--- src/rtl/regfile_pkg.sv ---
// Shared register-file constants and the write-arbiter state type.
package regfile_pkg;

  localparam int unsigned REG_ADDR_W = 6;
  localparam int unsigned REG_DATA_W = 32;
  localparam int unsigned NUM_REGS   = 64;

  typedef enum logic {
    ST_INIT,
    ST_RUN
  } state_t;

endpackage

--- src/rtl/regfile_write_arbiter_rr_arbiter.sv ---
// Combinational round-robin arbiter: one-hot grant plus winner index.
// The search starts at rr_ptr and wraps modulo N_REQ.
module rr_arbiter #(
  parameter int unsigned N_REQ = 3,
  parameter int unsigned IDX_W = (N_REQ > 1) ? $clog2(N_REQ) : 1
) (
  input  logic [N_REQ-1:0] req,
  input  logic [IDX_W-1:0] rr_ptr,
  output logic [N_REQ-1:0] gnt,
  output logic [IDX_W-1:0] winner,
  output logic             valid
);

  int unsigned idx;

  always_comb begin
    gnt    = '0;
    winner = '0;
    valid  = 1'b0;
    idx    = 0;
    for (int unsigned off = 0; off < N_REQ; off++) begin
      idx = (32'(rr_ptr) + off) % N_REQ;
      if (!valid && req[idx]) begin
        valid    = 1'b1;
        gnt[idx] = 1'b1;
        winner   = IDX_W'(idx);
      end
    end
  end

endmodule

--- src/rtl/regfile_write_arbiter.sv ---
// Shares the register-file write port among N_REQ writeback sources,
// clears all registers after reset, and tracks outstanding writes.
module regfile_write_arbiter
  import regfile_pkg::*;
#(
  parameter int unsigned N_REQ          = 3,
  parameter int unsigned ADDR_W         = REG_ADDR_W,
  parameter int unsigned DATA_W         = REG_DATA_W,
  parameter int unsigned CLEAR_ON_RESET = 1,
  parameter int unsigned MASK_R0        = 1
) (
  input  logic                      clk,
  input  logic                      rst,
  input  logic [N_REQ-1:0]          req,
  input  logic [N_REQ*ADDR_W-1:0]   req_addr,
  input  logic [N_REQ*DATA_W-1:0]   req_data,
  output logic [N_REQ-1:0]          gnt,
  input  logic                      rsv_valid,
  input  logic [ADDR_W-1:0]         rsv_addr,
  output logic [NUM_REGS-1:0]       pending,
  output logic                      rf_write_enable,
  output logic [ADDR_W-1:0]         rf_write_addr,
  output logic [DATA_W-1:0]         rf_write_data,
  output logic                      init_done
);

  localparam int unsigned IDX_W = (N_REQ > 1) ? $clog2(N_REQ) : 1;

  state_t              state, state_next;
  logic [ADDR_W-1:0]   cnt;
  logic [IDX_W-1:0]    rr_ptr, win_idx;
  logic [N_REQ-1:0]    arb_gnt;
  logic                arb_valid;
  logic                grant;
  logic                win_masked;
  logic [ADDR_W-1:0]   win_addr;
  logic [DATA_W-1:0]   win_data;
  logic [NUM_REGS-1:0] pending_next;

  rr_arbiter #(
    .N_REQ (N_REQ),
    .IDX_W (IDX_W)
  ) u_rr_arbiter (
    .req    (req),
    .rr_ptr (rr_ptr),
    .gnt    (arb_gnt),
    .winner (win_idx),
    .valid  (arb_valid)
  );

  // A grant raised while rst is high would be discarded, so never show it.
  always_comb begin
    grant      = arb_valid && (state == ST_RUN) && !rst;
    gnt        = grant ? arb_gnt : '0;
    win_addr   = '0;
    win_data   = '0;
    for (int unsigned i = 0; i < N_REQ; i++) begin
      if (win_idx == IDX_W'(i)) begin
        win_addr = req_addr[i*ADDR_W +: ADDR_W];
        win_data = req_data[i*DATA_W +: DATA_W];
      end
    end
    win_masked = (MASK_R0 != 0) && (win_addr == '0);
  end

  always_comb begin
    state_next = state;
    if (state == ST_INIT && cnt == ADDR_W'(NUM_REGS - 1)) state_next = ST_RUN;
  end

  // Clear is applied before set so a same-cycle reserve wins.
  always_comb begin
    pending_next = pending;
    if (grant) pending_next[win_addr] = 1'b0;
    if (state == ST_RUN && rsv_valid && !((MASK_R0 != 0) && rsv_addr == '0))
      pending_next[rsv_addr] = 1'b1;
  end

  always_ff @(posedge clk) begin
    if (rst) begin
      state           <= (CLEAR_ON_RESET != 0) ? ST_INIT : ST_RUN;
      cnt             <= '0;
      rr_ptr          <= '0;
      pending         <= '0;
      rf_write_enable <= 1'b0;
      rf_write_addr   <= '0;
      rf_write_data   <= '0;
      init_done       <= 1'b0;
    end else begin
      state     <= state_next;
      init_done <= (state_next == ST_RUN);
      pending   <= pending_next;
      if (state == ST_INIT) begin
        rf_write_enable <= 1'b1;
        rf_write_addr   <= cnt;
        rf_write_data   <= '0;
        cnt             <= (cnt == ADDR_W'(NUM_REGS - 1)) ? '0 : cnt + 1'b1;
      end else if (grant) begin
        rf_write_enable <= !win_masked;
        rf_write_addr   <= win_addr;
        rf_write_data   <= win_data;
        rr_ptr          <= (win_idx == IDX_W'(N_REQ - 1)) ? '0 : win_idx + 1'b1;
      end else begin
        rf_write_enable <= 1'b0;
      end
    end
  end

endmodule

--- config.mk ---
export PLATFORM = sky130hd
export DESIGN_NAME = regfile_write_arbiter
export DESIGN_NICKNAME = d
export VERILOG_FILES = /design/src/rtl/regfile_pkg.sv /design/src/rtl/regfile_write_arbiter_rr_arbiter.sv /design/src/rtl/regfile_write_arbiter.sv
export SDC_FILE = /design/constraint.sdc
export NUM_CORES = 1
export LEC_CHECK = 0
export ABC_AREA = 1
export BUFFER_PORTS_ARGS = -buffer_cell sky130_fd_sc_hd__buf_2
export CORE_AREA = 2 2 100 126
export CTS_CLUSTER_DIAMETER = 40
export CTS_CLUSTER_SIZE = 25
export DETAILED_ROUTE_END_ITERATION = 6
export DIE_AREA = 0 0 102 128
export GPL_TIMING_DRIVEN = 0
export PLACE_DENSITY = 0.8
export SKIP_CTS_REPAIR_TIMING = 1
export SYNTH_ARGS = -nofsm -noshare
export SYNTH_HDL_FRONTEND = slang
export SYNTH_SLANG_ARGS = --single-unit
--- constraint.sdc ---
create_clock -name clk -period 6.2 [get_ports clk]
set_input_delay 1.24 -clock clk [delete_from_list [all_inputs] [get_ports clk]]
set_output_delay 1.24 -clock clk [all_outputs]
set_load 0.02 [all_outputs]
==> qor.csv, run 1 <==
metric,value,unit
Die X,102,µm
CTS tree,built,
sink of the worst hold path,pending[0]$_SDFF_PP0_,
vias in the first global route,6229,
DRC,0,
Die Height,128,µm
pin slew with the least headroom to its limit,1.34,ns
hold_sp,pending[0]$_SDFF_PP0_,
Reg area,2240,µm²
Initial Utilization,47.8,%
delay of the slowest cell on the worst path,0.38,ns
clock slew at reported path FFs,0.08,ns
post-synthesis sequential area ratio,39.3,%
Core ar.,11900,µm²
Placed Cells incl. Taps,1233,
Setup TNS,0,ns
Placed Area,7060,µm²
worst-path maximum fanout,10,
clk buf depth,2,
Hold Path Depth,2,
achievable frequency,228,MHz
antenna fix cells,0,
r2r endpoint,pending[63]$_SDFF_PP0_,
Syn Nets,969,
final instance area,7390,µm²
"count leader, synth",nand2_1,
status,"finished, final reports clean",
total number of yosys warnings,0,
I/O Pins,233,
Total Routing Usage GR,30.2,%
CP endpoint kind,primary output,
Crit Reg-Reg Startpoint,rr_ptr[0]$_SDFFE_PP0P_,
crit path cell chain,buf_2 -> inv_1 -> nand2_1 -> nand3_1 -> nand2_1 -> nor3_1 -> inv_2 -> nand2_1 -> buf_2 -> clkbuf_1 -> a31oi_1 -> buf_2,
IO Port Bufs,231,
H-tree Lvls,3,
unrepaired setup endpoints after global routing,no,
Leak,0.00341,µW
Hold Crit Class,reg2reg,
Final Max Slew Viols,0,
r2r setup slk,3.23,ns
worst-case reg-to-reg path depth,19,
DR WL/cell,15.6,µm
P per Cell Area,206,nW/µm²
first-pass GRT wire length,30.5,mm
Die ar.,13100,µm²
CP Launch Type,primary input,
Post-synth top cells,"nand2_1, dfxtp_1, a21oi_1",
CTS sink count,112,
# nets final,1212,
# fillers,1158,
Mapped Area,5700,µm²
cell taking the most area after synthesis,dfxtp_1,
WL final,19.5,mm
CTS root buf,clkbuf_16,
Detail Route Antenna Nets,0,
share of layout cells above drive strength 1,29.5,%
ys flop type,dfxtp_1,
1st-iter DRT viols,292,
Synth cell types,34,
num rows,45,
initial antenna violation count,0,
crit path from,req[1],
GP Congestion,0.957,
Tmin final,4.39,ns
syn_area_per_cell,6.80,µm²
Yosys reg bits,112,
top cell type's share of synthesized area,39.3,%
Max-Cap Viols,0,
TritonCTS buffer count,9,
area grow syn2layout,29.6,%
setup skew after layout,0.0113,ns
via count,6477,
slowest CP cell,clkbuf_1,
Post-Layout Cell Count,1250,
area of the multi-input gates,3120,µm²
vias per std cell,5.18,
critical path class,in2out,
pin count of the biggest net entering global routing,24,
Peak VDD IR,0.133,mV
CP arrival,3.15,ns
Finish-stage setup viols,0,
fin crit share,70.8,%
total grt overflow,0,
Skew-Pair Late Insertion Delay,0.37,ns
post-synthesis cell count,838,
Synth area leaders,"dfxtp_1, nand2_1, a21oi_1",
First-pass DRT Iterations,6,
Post-synth EDFFs,0,
Required @ worst endpoint,4.96,ns
ys async rst share,0,%
final hold vios,0,
Slew HR,10.0,%
Final HPWL DP,15.2,mm
## placed cells by master, fill, tap and decap left out, types with 3 or more instances in the layout
cell type  count
dfxtp_1      112
nand3_2        5
nor2_8         5
nor3_1        17
nand2_2       13
inv_1         45
inv_2          9
ha_1           5
clkbuf_16      9
a21oi_1       98
nor4_1         6
nand2_1      344
buf_2        235
clkbuf_1      23
o21ai_0       22
clkinv_8       3
nor2_4        14
nand4_1        5
nor2_2         5
a31oi_1       11
nand3_1       43
a31o_2        10
nor2_1        23
nand2_4        3
## report_power, final
group          switching [µW]  internal, µW  leakage, µW
combinational             119          62.3      0.00235
sequential               2.46           722     0.000903
clock                     323           294     0.000154
total                     444          1080      0.00341
## through the flow
step                worst slack [ns]  util (%)  hold WS [ns]  power (µW)
global placement                1.84      59.2         0.429         920
finish                          1.81      61.9         0.449        1520
CTS                             1.85      61.8         0.449        1520
floorplan                       2.41         -         0.466         845
global route                    1.66      61.9         0.472        1570
detailed placement              1.86      59.2         0.436         921
## sequential cells by signal, summed over array words and instances, names as in the netlist
register         cells
rf_write_addr        6
state                1
cnt                  6
rr_ptr               2
pending             64
rf_write_enable      1
rf_write_data       32
## worst max-delay path by stage
stage                     endpoint  slack, ns
after floorplan             gnt[1]       2.41
after global placement      gnt[1]       1.84
after detailed placement    gnt[1]       1.86
after CTS                   gnt[1]       1.85
after global routing        gnt[1]       1.66
final                       gnt[1]       1.81
## worst max-delay path: cells and delay by family
kind,cells,cell delay (ns)
AND/OR/NAND/NOR,5,0.64
buffers and inverters,6,1.13
AO/OA/AOI/OAI,1,0.13
## logic make-up (layout without fill, tap and decap cells)
kind of cell	Yosys count	after routing	synth area share [%]
flip-flops	112	112	39.3
AND/OR/NAND/NOR	487	487	39.1
AO/OA/AOI/OAI	150	150	14.6
adder cells (fa/ha/maj)	5	5	1.10
buffers and inverters	84	332	5.88
## metal layers
metal / vias up / wire length [µm] / GRT usage (%)
met5: - / 0 / 0
met4: 0 / 978 / 16.3
met3: 59 / 1680 / 5.45
met2: 307 / 9790 / 54.9
met1: 2885 / 7090 / 32.4
li1: 3226 / - / -
## final cells by class
cell class	instances	share of cell area (%)
timing repair buffer	232	15.7
buffer	28	1.59
clock inverter	7	1.27
inverter	56	2.95
sequential	112	30.4
tap	164	2.78
clock buffer	9	3.05
multi-input combinational	642	42.3
No activity file was read; power rests on OpenSTA's default activity.
==> run 2, diff against run 1 <==
--- a/config.mk
+++ b/config.mk
@@ -7,13 +7,13 @@
 export LEC_CHECK = 0
 export ABC_AREA = 1
 export BUFFER_PORTS_ARGS = -buffer_cell sky130_fd_sc_hd__buf_2
-export CORE_AREA = 2 2 100 126
+export CORE_AREA = 2 2 105 133
 export CTS_CLUSTER_DIAMETER = 40
 export CTS_CLUSTER_SIZE = 25
 export DETAILED_ROUTE_END_ITERATION = 6
-export DIE_AREA = 0 0 102 128
+export DIE_AREA = 0 0 107 135
 export GPL_TIMING_DRIVEN = 0
-export PLACE_DENSITY = 0.8
+export PLACE_DENSITY = 0.76
 export SKIP_CTS_REPAIR_TIMING = 1
 export SYNTH_ARGS = -nofsm -noshare
 export SYNTH_HDL_FRONTEND = slang
==> constraint.sdc (replaced) <==
create_clock -name clk -period 3.55 [get_ports clk]
set_input_delay 0.71 -clock clk [delete_from_list [all_inputs] [get_ports clk]]
set_output_delay 0.71 -clock clk [all_outputs]
set_load 0.02 [all_outputs]
==> run 2 against run 1 <==
Compared with the run above: register-to-register slack worse by 2.6 ns; first-iteration DRC count up 38%; largest power group unchanged; power up 75%; count of clock-buffer cells in the layout unchanged; largest cell class unchanged.
==> qor.csv, run 2 (synthesis results as in run 1) <==
metric,value,unit,change
pin slew with the least headroom to its limit,1.31,ns,-0.0298 ns
setup skew after layout,0.0109,ns,-0.000321 ns
vias in the first global route,6032,,-3.2%
num rows,47,,+4.4%
Required @ worst endpoint,2.84,ns,-2.12 ns
Leak,0.00341,µW,about the same
CTS tree,built,,
First-pass DRT Iterations,5,,-1
area grow syn2layout,29.7,%,about the same
I/O Pins,233,,unchanged
Total Routing Usage GR,27.7,%,-2.5 points
pin count of the biggest net entering global routing,25,,+4.2%
Finish-stage setup viols,0,,unchanged
1st-iter DRT viols,403,,+38%
CP Launch Type,flop,,
Die Height,135,µm,+5.5%
Max-Cap Viols,0,,unchanged
Peak VDD IR,0.208,mV,+57%
share of layout cells above drive strength 1,29.4,%,-0.038 points
antenna fix cells,0,,unchanged
Setup TNS,0,ns,unchanged
Final HPWL DP,15.5,mm,+2.2%
Slew HR,12.0,%,+2.0 points
Tmin final,3.33,ns,
H-tree Lvls,3,,unchanged
DR WL/cell,15.9,µm,+1.6%
CP arrival,2.62,ns,-0.53 ns
first-pass GRT wire length,30.9,mm,+1.4%
worst-path maximum fanout,19,,+9
Initial Utilization,43.5,%,-4.3 points
IO Port Bufs,231,,unchanged
unrepaired setup endpoints after global routing,no,,
Final Max Slew Viols,0,,unchanged
CP endpoint kind,primary output,,
critical path class,reg2out,,
DRC,0,,unchanged
total grt overflow,0,,unchanged
Die X,107,µm,+4.9%
Detail Route Antenna Nets,0,,unchanged
# fillers,1310,,+13%
Top reg by flops,pending,,
most frequent cells in the layout,"nand2_1, buf_2, dfxtp_1, a21oi_1, inv_1",,
# nets final,1210,,-0.17%
fin crit share,93.9,%,
clk buf depth,2,,unchanged
TritonCTS buffer count,9,,unchanged
"most common cell after layout, fill and taps aside",nand2_1,,
vias per std cell,5.17,,-0.17%
CTS root buf,clkbuf_16,,
clock slew at reported path FFs,0.08,ns,about the same
GP Congestion,0.895,,-6.4%
Top Registers,"pending (64), rf_write_data (32)",,
final hold vios,0,,unchanged
WL final,19.9,mm,+2.0%
Skew-Pair Late Insertion Delay,0.37,ns,about the same
initial antenna violation count,1,,+1
P per Cell Area,361,nW/µm²,+75%
hold_ws,0.449,ns,-0.000772 ns
Hold Crit Class,reg2reg,,
max FFs per register,64,,unchanged
status,"finished, final reports clean",,
achievable frequency,300,MHz,
CTS sink count,112,,unchanged
via count,6492,,+0.23%
Die ar.,14400,µm²,+11%
final core occ,56.4,%,-5.5 points
Core ar.,13100,µm²,+9.9%
## run 2: changes by cell type in the layout (fill, tap and decap cells not counted)
cell,before,now
clkbuf_2,1,0
buf_2,235,234
inv_6,1,2
clkinv_4,1,0
inv_12,1,2
clkinv_8,3,2
clkbuf_1,23,22
buf_6,1,2
## run 2: where the power goes
| group | internal [µW] | total, µW | switching (µW) |
|---|---|---|---|
| Clock | 519 | 1090 | 568 |
| Combinational | 109 | 316 | 207 |
| Sequential | 1260 | 1270 | 4.64 |
| Total | 1890 | 2670 | 780 |
## run 2: final cells by class
type / count / area [µm²] / share of cell area, %
multi-input cells: 642 / 3120 / 42.3
flip-flops and latches: 112 / 2240 / 30.3
repair buffers: 231 / 1160 / 15.6
clock buffers: 9 / 225 / 3.05
inverters: 56 / 218 / 2.94
well taps: 171 / 214 / 2.89
plain buffers: 27 / 120 / 1.62
clock inverters: 7 / 93.8 / 1.27
## run 2: worst paths after layout
| check | start | to | slack, ns | cells past startpoint |
|---|---|---|---|---|
| min reg2reg | pending[0]$_SDFF_PP0_ | pending[0]$_SDFF_PP0_ | 0.45 | 2 |
| max reg2reg | rr_ptr[0]$_SDFFE_PP0P_ | pending[43]$_SDFF_PP0_ | 0.68 | 19 |
| max | rr_ptr[0]$_SDFFE_PP0P_ | gnt[1] | 0.22 | 13 |
| min | pending[0]$_SDFF_PP0_ | pending[0]$_SDFF_PP0_ | 0.45 | 2 |
## run 2: metal layers
layer / vias to the layer above / share of wire, % / wire length [µm] / GRT usage [%]
li1: 3214 / - / - / -
met5: - / 0.065 / 13 / 0
met3: 41 / 8.6 / 1710 / 4.78
met1: 2919 / 38 / 7500 / 31.4
met2: 316 / 50 / 10000 / 50.2
met4: 2 / 3.4 / 685 / 12.5
## run 2: metrics by stage
step                instance area (µm²)  instances  worst slack [ns]  total power (µW)
floorplan                          5700        838             0.722              1480
global placement                   7070       1240             0.150              1610
detailed placement                 7070       1240             0.186              1610
CTS                                7390       1256            -0.240              2670
global route                       7390       1255            0.0309              2760
finish                             7390       1255             0.216              2670
## run 2: worst max-delay path, stage by stage, from the launching register on
cell	delay [ns]
dfxtp_1	0.39
inv_1	0.08
ha_1	0.41
inv_2	0.09
nand2_1	0.09
inv_1	0.05
nand2_1	0.05
nand2_1	0.12
nor3_1	0.26
inv_2	0.10
nand2_1	0.14
buf_6	0.21
a31oi_1	0.08
buf_2	0.18
